$ cat src/rtl/stage3_hazard_controller_if.sv
// Hazard-controller bus: hazard information coming from the pipeline and the
// PC / latch controls going back to it. The pipeline side is the master, the
// hazard controller is the slave.
interface stage3_hazard_controller_if #(
    parameter int CNT_W = 32
);
    // Hazard information from execute / mem stages and the memories
    logic [4:0]       rs1_e;
    logic [4:0]       rs2_e;
    logic             rs1_used_e;
    logic             rs2_used_e;
    logic [4:0]       rd_mem;
    logic             regWEN_mem;
    logic             load_mem;
    logic             store_mem;
    logic             dmem_busy;
    logic             imem_busy;
    logic             mispredict_e;
    logic             halt_mem;

    // Controls back to the pipeline
    logic             pc_en;
    logic             pc_redirect;
    logic             stall_if_ex;
    logic             flush_if_ex;
    logic             stall_ex_mem;
    logic             flush_ex_mem;
    logic             halted;
    logic [CNT_W-1:0] stall_count;

    modport master (
        output rs1_e, rs2_e, rs1_used_e, rs2_used_e, rd_mem, regWEN_mem,
               load_mem, store_mem, dmem_busy, imem_busy, mispredict_e, halt_mem,
        input  pc_en, pc_redirect, stall_if_ex, flush_if_ex, stall_ex_mem,
               flush_ex_mem, halted, stall_count
    );

    modport slave (
        input  rs1_e, rs2_e, rs1_used_e, rs2_used_e, rd_mem, regWEN_mem,
               load_mem, store_mem, dmem_busy, imem_busy, mispredict_e, halt_mem,
        output pc_en, pc_redirect, stall_if_ex, flush_if_ex, stall_ex_mem,
               flush_ex_mem, halted, stall_count
    );
endinterface

$ cat src/rtl/stage3_hazard_controller.sv
// Stall/flush sequencer for the fetch / execute / mem pipeline.
// Resolves data-memory waits, load-use dependencies (no load forwarding),
// execute-stage mispredicts against in-flight fetches, and halt retirement.
// Controls are combinational from state and the current hazard inputs.
module stage3_hazard_controller #(
    parameter int CNT_W = 32
) (
    input  logic                         CLK,
    input  logic                         nRST,
    stage3_hazard_controller_if.slave    bus
);
    typedef enum logic [1:0] {
        RUN      = 2'd0,
        REDIRECT = 2'd1,
        HALTED   = 2'd2
    } state_t;

    localparam logic [CNT_W-1:0] CNT_MAX = {CNT_W{1'b1}};

    state_t           state_reg;
    state_t           state_next;
    logic [CNT_W-1:0] stall_count_reg;

    logic mem_stall;
    logic load_use;
    logic rs1_hit;
    logic rs2_hit;

    // Ungated control values; forced to zero below while reset is asserted
    logic pc_en_c;
    logic pc_redirect_c;
    logic stall_if_ex_c;
    logic flush_if_ex_c;
    logic stall_ex_mem_c;
    logic flush_ex_mem_c;
    logic halted_c;

    assign mem_stall = (bus.load_mem | bus.store_mem) & bus.dmem_busy;
    assign rs1_hit   = bus.rs1_used_e & (bus.rs1_e == bus.rd_mem);
    assign rs2_hit   = bus.rs2_used_e & (bus.rs2_e == bus.rd_mem);
    assign load_use  = bus.load_mem & bus.regWEN_mem & (bus.rd_mem != 5'd0)
                     & (rs1_hit | rs2_hit);

    // State register; reset drops any pending redirect
    always_ff @(posedge CLK or negedge nRST) begin
        if (!nRST) begin
            state_reg <= RUN;
        end else begin
            state_reg <= state_next;
        end
    end

    // Next state and controls, strict priority in RUN
    always_comb begin
        state_next     = state_reg;
        pc_en_c        = 1'b0;
        pc_redirect_c  = 1'b0;
        stall_if_ex_c  = 1'b0;
        flush_if_ex_c  = 1'b0;
        stall_ex_mem_c = 1'b0;
        flush_ex_mem_c = 1'b0;
        halted_c       = 1'b0;
        unique case (state_reg)
            RUN: begin
                if (mem_stall) begin
                    // Whole pipe frozen; execute hazards re-present next cycle
                    stall_if_ex_c  = 1'b1;
                    stall_ex_mem_c = 1'b1;
                end else if (bus.halt_mem) begin
                    flush_if_ex_c  = 1'b1;
                    flush_ex_mem_c = 1'b1;
                    state_next     = HALTED;
                end else if (load_use) begin
                    // Load writes the regfile this edge; dependent op re-reads
                    stall_if_ex_c  = 1'b1;
                    flush_ex_mem_c = 1'b1;
                end else if (bus.mispredict_e && bus.imem_busy) begin
                    // In-flight fetch is wrong-path: wait it out
                    flush_if_ex_c  = 1'b1;
                    state_next     = REDIRECT;
                end else if (bus.mispredict_e) begin
                    pc_redirect_c  = 1'b1;
                    pc_en_c        = 1'b1;
                    flush_if_ex_c  = 1'b1;
                end else if (bus.imem_busy) begin
                    flush_if_ex_c  = 1'b1;
                end else begin
                    pc_en_c        = 1'b1;
                end
            end
            REDIRECT: begin
                // Discard every fetch, including the stale one as it lands
                flush_if_ex_c  = 1'b1;
                stall_ex_mem_c = mem_stall;
                if (bus.halt_mem && !mem_stall) begin
                    flush_ex_mem_c = 1'b1;
                    state_next     = HALTED;
                end else if (!bus.imem_busy) begin
                    pc_redirect_c  = 1'b1;
                    pc_en_c        = 1'b1;
                    state_next     = RUN;
                end
            end
            HALTED: begin
                halted_c       = 1'b1;
                stall_if_ex_c  = 1'b1;
                stall_ex_mem_c = 1'b1;
            end
            default: begin
                state_next = RUN;
            end
        endcase
    end

    // Saturating count of PC-frozen cycles, frozen once halted
    always_ff @(posedge CLK or negedge nRST) begin
        if (!nRST) begin
            stall_count_reg <= '0;
        end else if ((state_reg != HALTED) && !pc_en_c
                     && (stall_count_reg != CNT_MAX)) begin
            stall_count_reg <= stall_count_reg + 1'b1;
        end
    end

    assign bus.pc_en        = nRST & pc_en_c;
    assign bus.pc_redirect  = nRST & pc_redirect_c;
    assign bus.stall_if_ex  = nRST & stall_if_ex_c;
    assign bus.flush_if_ex  = nRST & flush_if_ex_c;
    assign bus.stall_ex_mem = nRST & stall_ex_mem_c;
    assign bus.flush_ex_mem = nRST & flush_ex_mem_c;
    assign bus.halted       = nRST & halted_c;
    assign bus.stall_count  = stall_count_reg;
endmodule

$ cat src/flat_wrapper.sv
// flat-port wrapper written by rule: the top's interface ports become plain ports
module stage3_hazard_controller_flat 
#(
    parameter int CNT_W = 32
)
  (CLK, nRST, bus_rs1_e, bus_rs2_e, bus_rs1_used_e, bus_rs2_used_e, bus_rd_mem, bus_regWEN_mem, bus_load_mem, bus_store_mem, bus_dmem_busy, bus_imem_busy, bus_mispredict_e, bus_halt_mem, bus_pc_en, bus_pc_redirect, bus_stall_if_ex, bus_flush_if_ex, bus_stall_ex_mem, bus_flush_ex_mem, bus_halted, bus_stall_count);
  stage3_hazard_controller_if #(.CNT_W(CNT_W)) bus_i ();
  input  logic CLK;
  input  logic nRST;
  input wire logic [$bits(bus_i.rs1_e)-1:0] bus_rs1_e;
  input wire logic [$bits(bus_i.rs2_e)-1:0] bus_rs2_e;
  input wire logic [$bits(bus_i.rs1_used_e)-1:0] bus_rs1_used_e;
  input wire logic [$bits(bus_i.rs2_used_e)-1:0] bus_rs2_used_e;
  input wire logic [$bits(bus_i.rd_mem)-1:0] bus_rd_mem;
  input wire logic [$bits(bus_i.regWEN_mem)-1:0] bus_regWEN_mem;
  input wire logic [$bits(bus_i.load_mem)-1:0] bus_load_mem;
  input wire logic [$bits(bus_i.store_mem)-1:0] bus_store_mem;
  input wire logic [$bits(bus_i.dmem_busy)-1:0] bus_dmem_busy;
  input wire logic [$bits(bus_i.imem_busy)-1:0] bus_imem_busy;
  input wire logic [$bits(bus_i.mispredict_e)-1:0] bus_mispredict_e;
  input wire logic [$bits(bus_i.halt_mem)-1:0] bus_halt_mem;
  output wire logic [$bits(bus_i.pc_en)-1:0] bus_pc_en;
  output wire logic [$bits(bus_i.pc_redirect)-1:0] bus_pc_redirect;
  output wire logic [$bits(bus_i.stall_if_ex)-1:0] bus_stall_if_ex;
  output wire logic [$bits(bus_i.flush_if_ex)-1:0] bus_flush_if_ex;
  output wire logic [$bits(bus_i.stall_ex_mem)-1:0] bus_stall_ex_mem;
  output wire logic [$bits(bus_i.flush_ex_mem)-1:0] bus_flush_ex_mem;
  output wire logic [$bits(bus_i.halted)-1:0] bus_halted;
  output wire logic [$bits(bus_i.stall_count)-1:0] bus_stall_count;
  assign bus_i.rs1_e = bus_rs1_e;
  assign bus_i.rs2_e = bus_rs2_e;
  assign bus_i.rs1_used_e = bus_rs1_used_e;
  assign bus_i.rs2_used_e = bus_rs2_used_e;
  assign bus_i.rd_mem = bus_rd_mem;
  assign bus_i.regWEN_mem = bus_regWEN_mem;
  assign bus_i.load_mem = bus_load_mem;
  assign bus_i.store_mem = bus_store_mem;
  assign bus_i.dmem_busy = bus_dmem_busy;
  assign bus_i.imem_busy = bus_imem_busy;
  assign bus_i.mispredict_e = bus_mispredict_e;
  assign bus_i.halt_mem = bus_halt_mem;
  assign bus_pc_en = bus_i.pc_en;
  assign bus_pc_redirect = bus_i.pc_redirect;
  assign bus_stall_if_ex = bus_i.stall_if_ex;
  assign bus_flush_if_ex = bus_i.flush_if_ex;
  assign bus_stall_ex_mem = bus_i.stall_ex_mem;
  assign bus_flush_ex_mem = bus_i.flush_ex_mem;
  assign bus_halted = bus_i.halted;
  assign bus_stall_count = bus_i.stall_count;
  stage3_hazard_controller #(.CNT_W(CNT_W)) u_core (.CLK(CLK), .nRST(nRST), .bus(bus_i));
endmodule
$ cat config.mk
export PLATFORM = sky130hd
export DESIGN_NAME = stage3_hazard_controller_flat
export DESIGN_NICKNAME = d
export VERILOG_FILES = /design/src/rtl/stage3_hazard_controller_if.sv /design/src/rtl/stage3_hazard_controller.sv /design/src/flat_wrapper.sv
export SDC_FILE = /design/constraint.sdc
export NUM_CORES = 1
export LEC_CHECK = 0
export ABC_AREA = 1
export BUFFER_PORTS_ARGS = -buffer_cell sky130_fd_sc_hd__buf_4
export CAP_MARGIN = 15
export CORE_MARGIN = 4
export CORE_UTILIZATION = 45
export CTS_BUF_LIST = sky130_fd_sc_hd__clkbuf_8
export CTS_CLUSTER_DIAMETER = 60
export DETAILED_ROUTE_END_ITERATION = 6
export PLACE_DENSITY = 0.74
export SYNTH_ARGS = -nofsm -noshare
export SYNTH_HDL_FRONTEND = slang
export SYNTH_SLANG_ARGS = --single-unit
$ cat constraint.sdc
create_clock -name CLK -period 2.94 [get_ports CLK]
set_clock_uncertainty 0.1 [all_clocks]
set_input_delay 0.588 -clock CLK [delete_from_list [all_inputs] [get_ports CLK]]
set_output_delay 0.588 -clock CLK [all_outputs]
set_load 0.03 [all_outputs]
After elaboration in Yosys (flattened, before gate mapping)
Cells that the tools add are included.
- flip-flop bits (word level): 34
- input port bits: 26
- output and inout bits: 39
- logic and storage cells: 77
- add/subtract/negate cells: 1
- equal/unequal tests: 10
- muxes and demuxes: 39
- bitwise logic cells: 16
- reduce and logical (&&, ||, !) cells: 9
- operator list (operator ; count):
    $add A32 B1 Y32 const B ; 1
    $ne A32 B32 Y1 const B ; 1
    $mux W1 ; 26
    $and A1 B1 Y1 ; 13
    $mux W2 ; 6
    $eq A5 B5 Y1 ; 2
    $pmux W1 S2 ; 5
    $ne A3 B2 Y1 const B ; 2
    $pmux W2 S3 ; 1
    $reduce_and A5 Y1 ; 1
    $reduce_bool A5 Y1 ; 1
    $logic_and A1 B1 Y1 ; 4
    $ne A2 B2 Y1 const B ; 2
    $ne A3 B3 Y1 const B ; 1
    $pmux W1 S3 ; 1
    $eq A2 B1 Y1 const B ; 1
    $eq A2 B2 Y1 const B ; 1
    $logic_not A1 Y1 ; 2
    $logic_not A2 Y1 ; 1
    $or A1 B1 Y1 ; 2
    $not A1 Y1 ; 1

Longest topological paths before layout
- depth in word-level cells: 11
- mapped depth: 14
- gate-level depth less buffers: 13

Least setup slack after synthesis
No wires, ideal clock.
- path type: input to output
- start: in bus_store_mem
- end: out bus_pc_redirect
- data arrival time: 1844 ps
- required time: 2252 ps
- path slack: 408 ps
- stages on the path: 7
- path buffers: 0
- cells stage by stage: o21ai_0 > nand2_1 > nor3_1 > nand3_1 > nand2_1 > inv_1 > nor3_1
- word-level cells in the longest chain between the ends: 7
- ends and longest elaborated chain (what ; RTL line ; RTL):
    from (decl) ; flat_wrapper.sv:17 ; input wire logic [$bits(bus_i.store_mem)-1:0] bus_store_mem;
    $or A1 B1 Y1 * ; stage3_hazard_controller.sv:38 ; assign mem_stall = (bus.load_mem | bus.store_mem) & bus.dmem_busy;
    $and A1 B1 Y1 * ; stage3_hazard_controller.sv:38 ;
    $logic_not A1 Y1 ; stage3_hazard_controller.sv:95 ; if (bus.halt_mem && !mem_stall) begin
    $logic_and A1 B1 Y1 ; stage3_hazard_controller.sv:95 ;
    $mux W1 ; stage3_hazard_controller.sv:95 ;
    $pmux W1 S2 * ; stage3_hazard_controller.sv:63 ; unique case (state_reg)
    $and A1 B1 Y1 * ; stage3_hazard_controller.sv:126 ; assign bus.pc_redirect = nRST & pc_redirect_c;
    to (decl) ; flat_wrapper.sv:23 ; output wire logic [$bits(bus_i.pc_redirect)-1:0] bus_pc_redirect;
Mark *: on every way between the ends. The rest lies on a longest branch, timed or not.

Worst setup path after layout
- start: in bus_rd_mem[4]
- end: out bus_stall_if_ex
- word-level cells in the longest chain between the ends: 9
- ends and longest elaborated chain (what ; RTL line ; RTL):
    from (decl) ; flat_wrapper.sv:14 ; input wire logic [$bits(bus_i.rd_mem)-1:0] bus_rd_mem;
    $eq A5 B5 Y1, on equally long branches ; stage3_hazard_controller.sv:39, stage3_hazard_controller.sv:40 ;
    $and A1 B1 Y1, on equally long branches ; stage3_hazard_controller.sv:39, stage3_hazard_controller.sv:40 ;
    $or A1 B1 Y1 ; stage3_hazard_controller.sv:42 ; & (rs1_hit | rs2_hit);
    $and A1 B1 Y1 * ; stage3_hazard_controller.sv:42 ;
    $mux W1 * ; stage3_hazard_controller.sv:73 ; end else if (load_use) begin
    $mux W1 * ; stage3_hazard_controller.sv:69 ; end else if (bus.halt_mem) begin
    $mux W1 * ; stage3_hazard_controller.sv:65 ; if (mem_stall) begin
    $pmux W1 S2 * ; stage3_hazard_controller.sv:63 ;
    $and A1 B1 Y1 * ; stage3_hazard_controller.sv:127 ; assign bus.stall_if_ex = nRST & stall_if_ex_c;
    to (decl) ; flat_wrapper.sv:24 ; output wire logic [$bits(bus_i.stall_if_ex)-1:0] bus_stall_if_ex;
Marked as above.

==> run metrics <==
status finished, final reports clean; Sw Share 0.226; Routed Antenna Nets 0; period utilisation layout 0.849; max reg flops 32; TritonRoute pass-1 iters 5; Routability Congestion 0.981; RSZ-0062 raised after global routing no; Switching Power 0.219 mW; worst setup margin between 0.4 and 0.5 ns; syn_area_per_cell about 6.4 um2; via count 2736; final count of pins violating max slew 0; number of I/O pins 65; Commonest cells post-synth nand2_1 (155), nand3_1 (46), nor2_1 (42); Syn Nets 432; clock root buffer clkbuf_8; Comb pwr share 0.081; Vias per Instance roughly 5.1; CTS tree built; Reg clk slew, reported paths 0.07 ns; global route overflow 0; XOR/XNOR share of the synthesized area 0.0941; WL final 7.21 mm; async set or reset register ratio after synthesis 1.00; CP startpoint kind input port; CTS sink cnt 34; synthesized area 2600 um2; pre-CTS setup slack 0.486 ns; most common cell in the netlist nand2_1; initial antenna violation count 0; Core Area 5570 um2; dominant synthesized flop cell dfrtp_1; Yosys top cell by area dfrtp_1; adder-cell area share of the yosys netlist 0.00480; Clk pwr share 0.437; # diodes 0; Total GRT Usage 0.210; Num CTS Buffers 5; Layout area overhead 23.9%; Crit. End Element primary output; Synth top area share 0.327; Post-Synth Simple-Gate Area 0.459; synth top area cells dfrtp_1 (33%), nand2_1 (22%), nand3_1 (8.8%); slew margin rel. 0.714; drc violations 0; Syn Inst Count about 400; Setup Crit Path Kind in -> out; htree depth 2; warnings from Yosys 0; row count 27; area of the multi-input gates 1500 um2; Setup TNS 0 ns; Power Internal 0.750 mW; Max Cap Viol 0; Reg2Reg Depth 11; Max Clk Rate 401 MHz; fin nets 495; Max Buffers Root-to-Sink 2; PostCTS Resize Cnt 0; first-pass GRT wire length 12.2 mm; fill count 578; Slew @ Worst Pin 0.430 ns; setup bufs post-CTS 0; count of input and output buffers 64; CTS Hold Buffers Added 0; Max VDD drop 244 uV; DIE HEIGHT 84.1 um; post-synthesis compound-gate area fraction 0.0192; Hold WC Path Type in -> async; Die X 84.1 um; Seq pwr share 0.482; Hold Violations, Final 0; Pwr Density approximately 300 nW/um2; # setup viols final 0; maximum fanout along the worst path 4; Lkg Pwr around 1.8 nW; Initial Util 0.467; routed len/inst 13.3 um; Yosys cell types 28; Worst Path Required 2.25 ns; area occupied by registers 851 um2; main combinational cell family by area after synthesis simple AND/OR/NAND/NOR gates; largest net degree at the start of global routing 35; drt first-iter violations 190; Tmin final 2.50 ns; count of state elements after synthesis 34; post-synthesis mux area share 0; hpwl dp 5.78 mm; CP Data Arrival Time 1.81 ns; clk_lat worst skew ~0.28 ns; sequential element share of the synthesized area 0.327; die footprint 7070 um2; layout cells sized above 1 0.186; number of synthesized flops with an enable pin 0; vias in the first global route 2665
layout make-up:
class	count	share of cell area
Clock buffer	5	0.0213
Timing Repair Buffer	68	0.158
Tap cell	72	0.0279
Sequential cell	34	0.264
Multi-Input combinational cell	315	0.466
Clock inverter	3	0.0116
Inverter	44	0.0512
power groups by stage:
stage,clock network (mW),logic (mW),registers (mW)
finish,0.424,0.0781,0.467
global route,0.451,0.0883,0.467
CTS,0.430,0.0793,0.467
detailed placement,0,0.0793,0.476
global placement,0,0.0775,0.476
floorplan,0,0.0297,0.477
kinds of logic after synthesis:
group,Yosys count
AOI/OAI and AO/OA,9
buffers and inverters,56
and+or+nand+nor,277
xor gates and xnor gates,28
DFF,34
adders and majority gates,1
worst paths after layout:
check | start | endpoint | slack [ns]
max | bus_rd_mem[4] | bus_stall_if_ex | 0.44
max in group asynchronous | nRST | u_core.bus.stall_count[20] | 2.17
max reg2reg | u_core.bus.stall_count[0] | u_core.bus.stall_count[15] | 0.61
min in group CLK | u_core.bus.stall_count[31] | u_core.bus.stall_count[31] | 0.41
min reg2reg | u_core.bus.stall_count[31] | u_core.bus.stall_count[31] | 0.41
min | nRST | u_core.bus.stall_count[5] | 0.26
layer usage:
| layer | track usage | routed length, um |
|---|---|---|
| met5 | 0 | 0 |
| met4 | 0.0673 | 160 |
| met3 | 0.0365 | 400 |
| met2 | 0.351 | 3370 |
| met1 | 0.274 | 3290 |
layout by cell type (no fill, tap or decap):
cell type	n
xnor2_1	8
inv_1	40
a21oi_1	3
ha_1	1
nand2_2	1
nor4_1	4
a31oi_1	1
dfrtp_1	34
inv_2	6
nand3_1	46
nor2_1	42
nor2_4	2
a211oi_1	1
nand2_1	155
bufinv_16	1
o22ai_1	1
nand3_4	1
clkbuf_8	5
nand2_4	1
nor3_2	1
nor3_1	14
or2_2	1
buf_4	68
nand4_1	8
nor3b_1	1
o21ai_0	3
xor2_1	20
stage by stage:
step                hold slack, ns  instances  utilization  power, mW  area (um2)
floorplan                    0.192        405            -      0.506        2610
global placement             0.393        533        0.560      0.554        3120
detailed placement           0.414        533        0.560      0.556        3120
CTS                          0.285        541        0.579      0.977        3230
global route                 0.309        541        0.579       1.01        3230
finish                       0.262        541        0.579      0.969        3230
critical path, stage by stage:
cell and delay, ns:
buf_4 0.10, inv_2 0.04, nand2_1 0.05, nand2_1 0.05, nor2_1 0.14, nand3_1 0.09
nand2_1 0.07, nand2_1 0.09, o22ai_1 0.21, inv_1 0.10, nor2_1 0.11, buf_4 0.17
No activity file was read; power rests on OpenSTA's default activity.
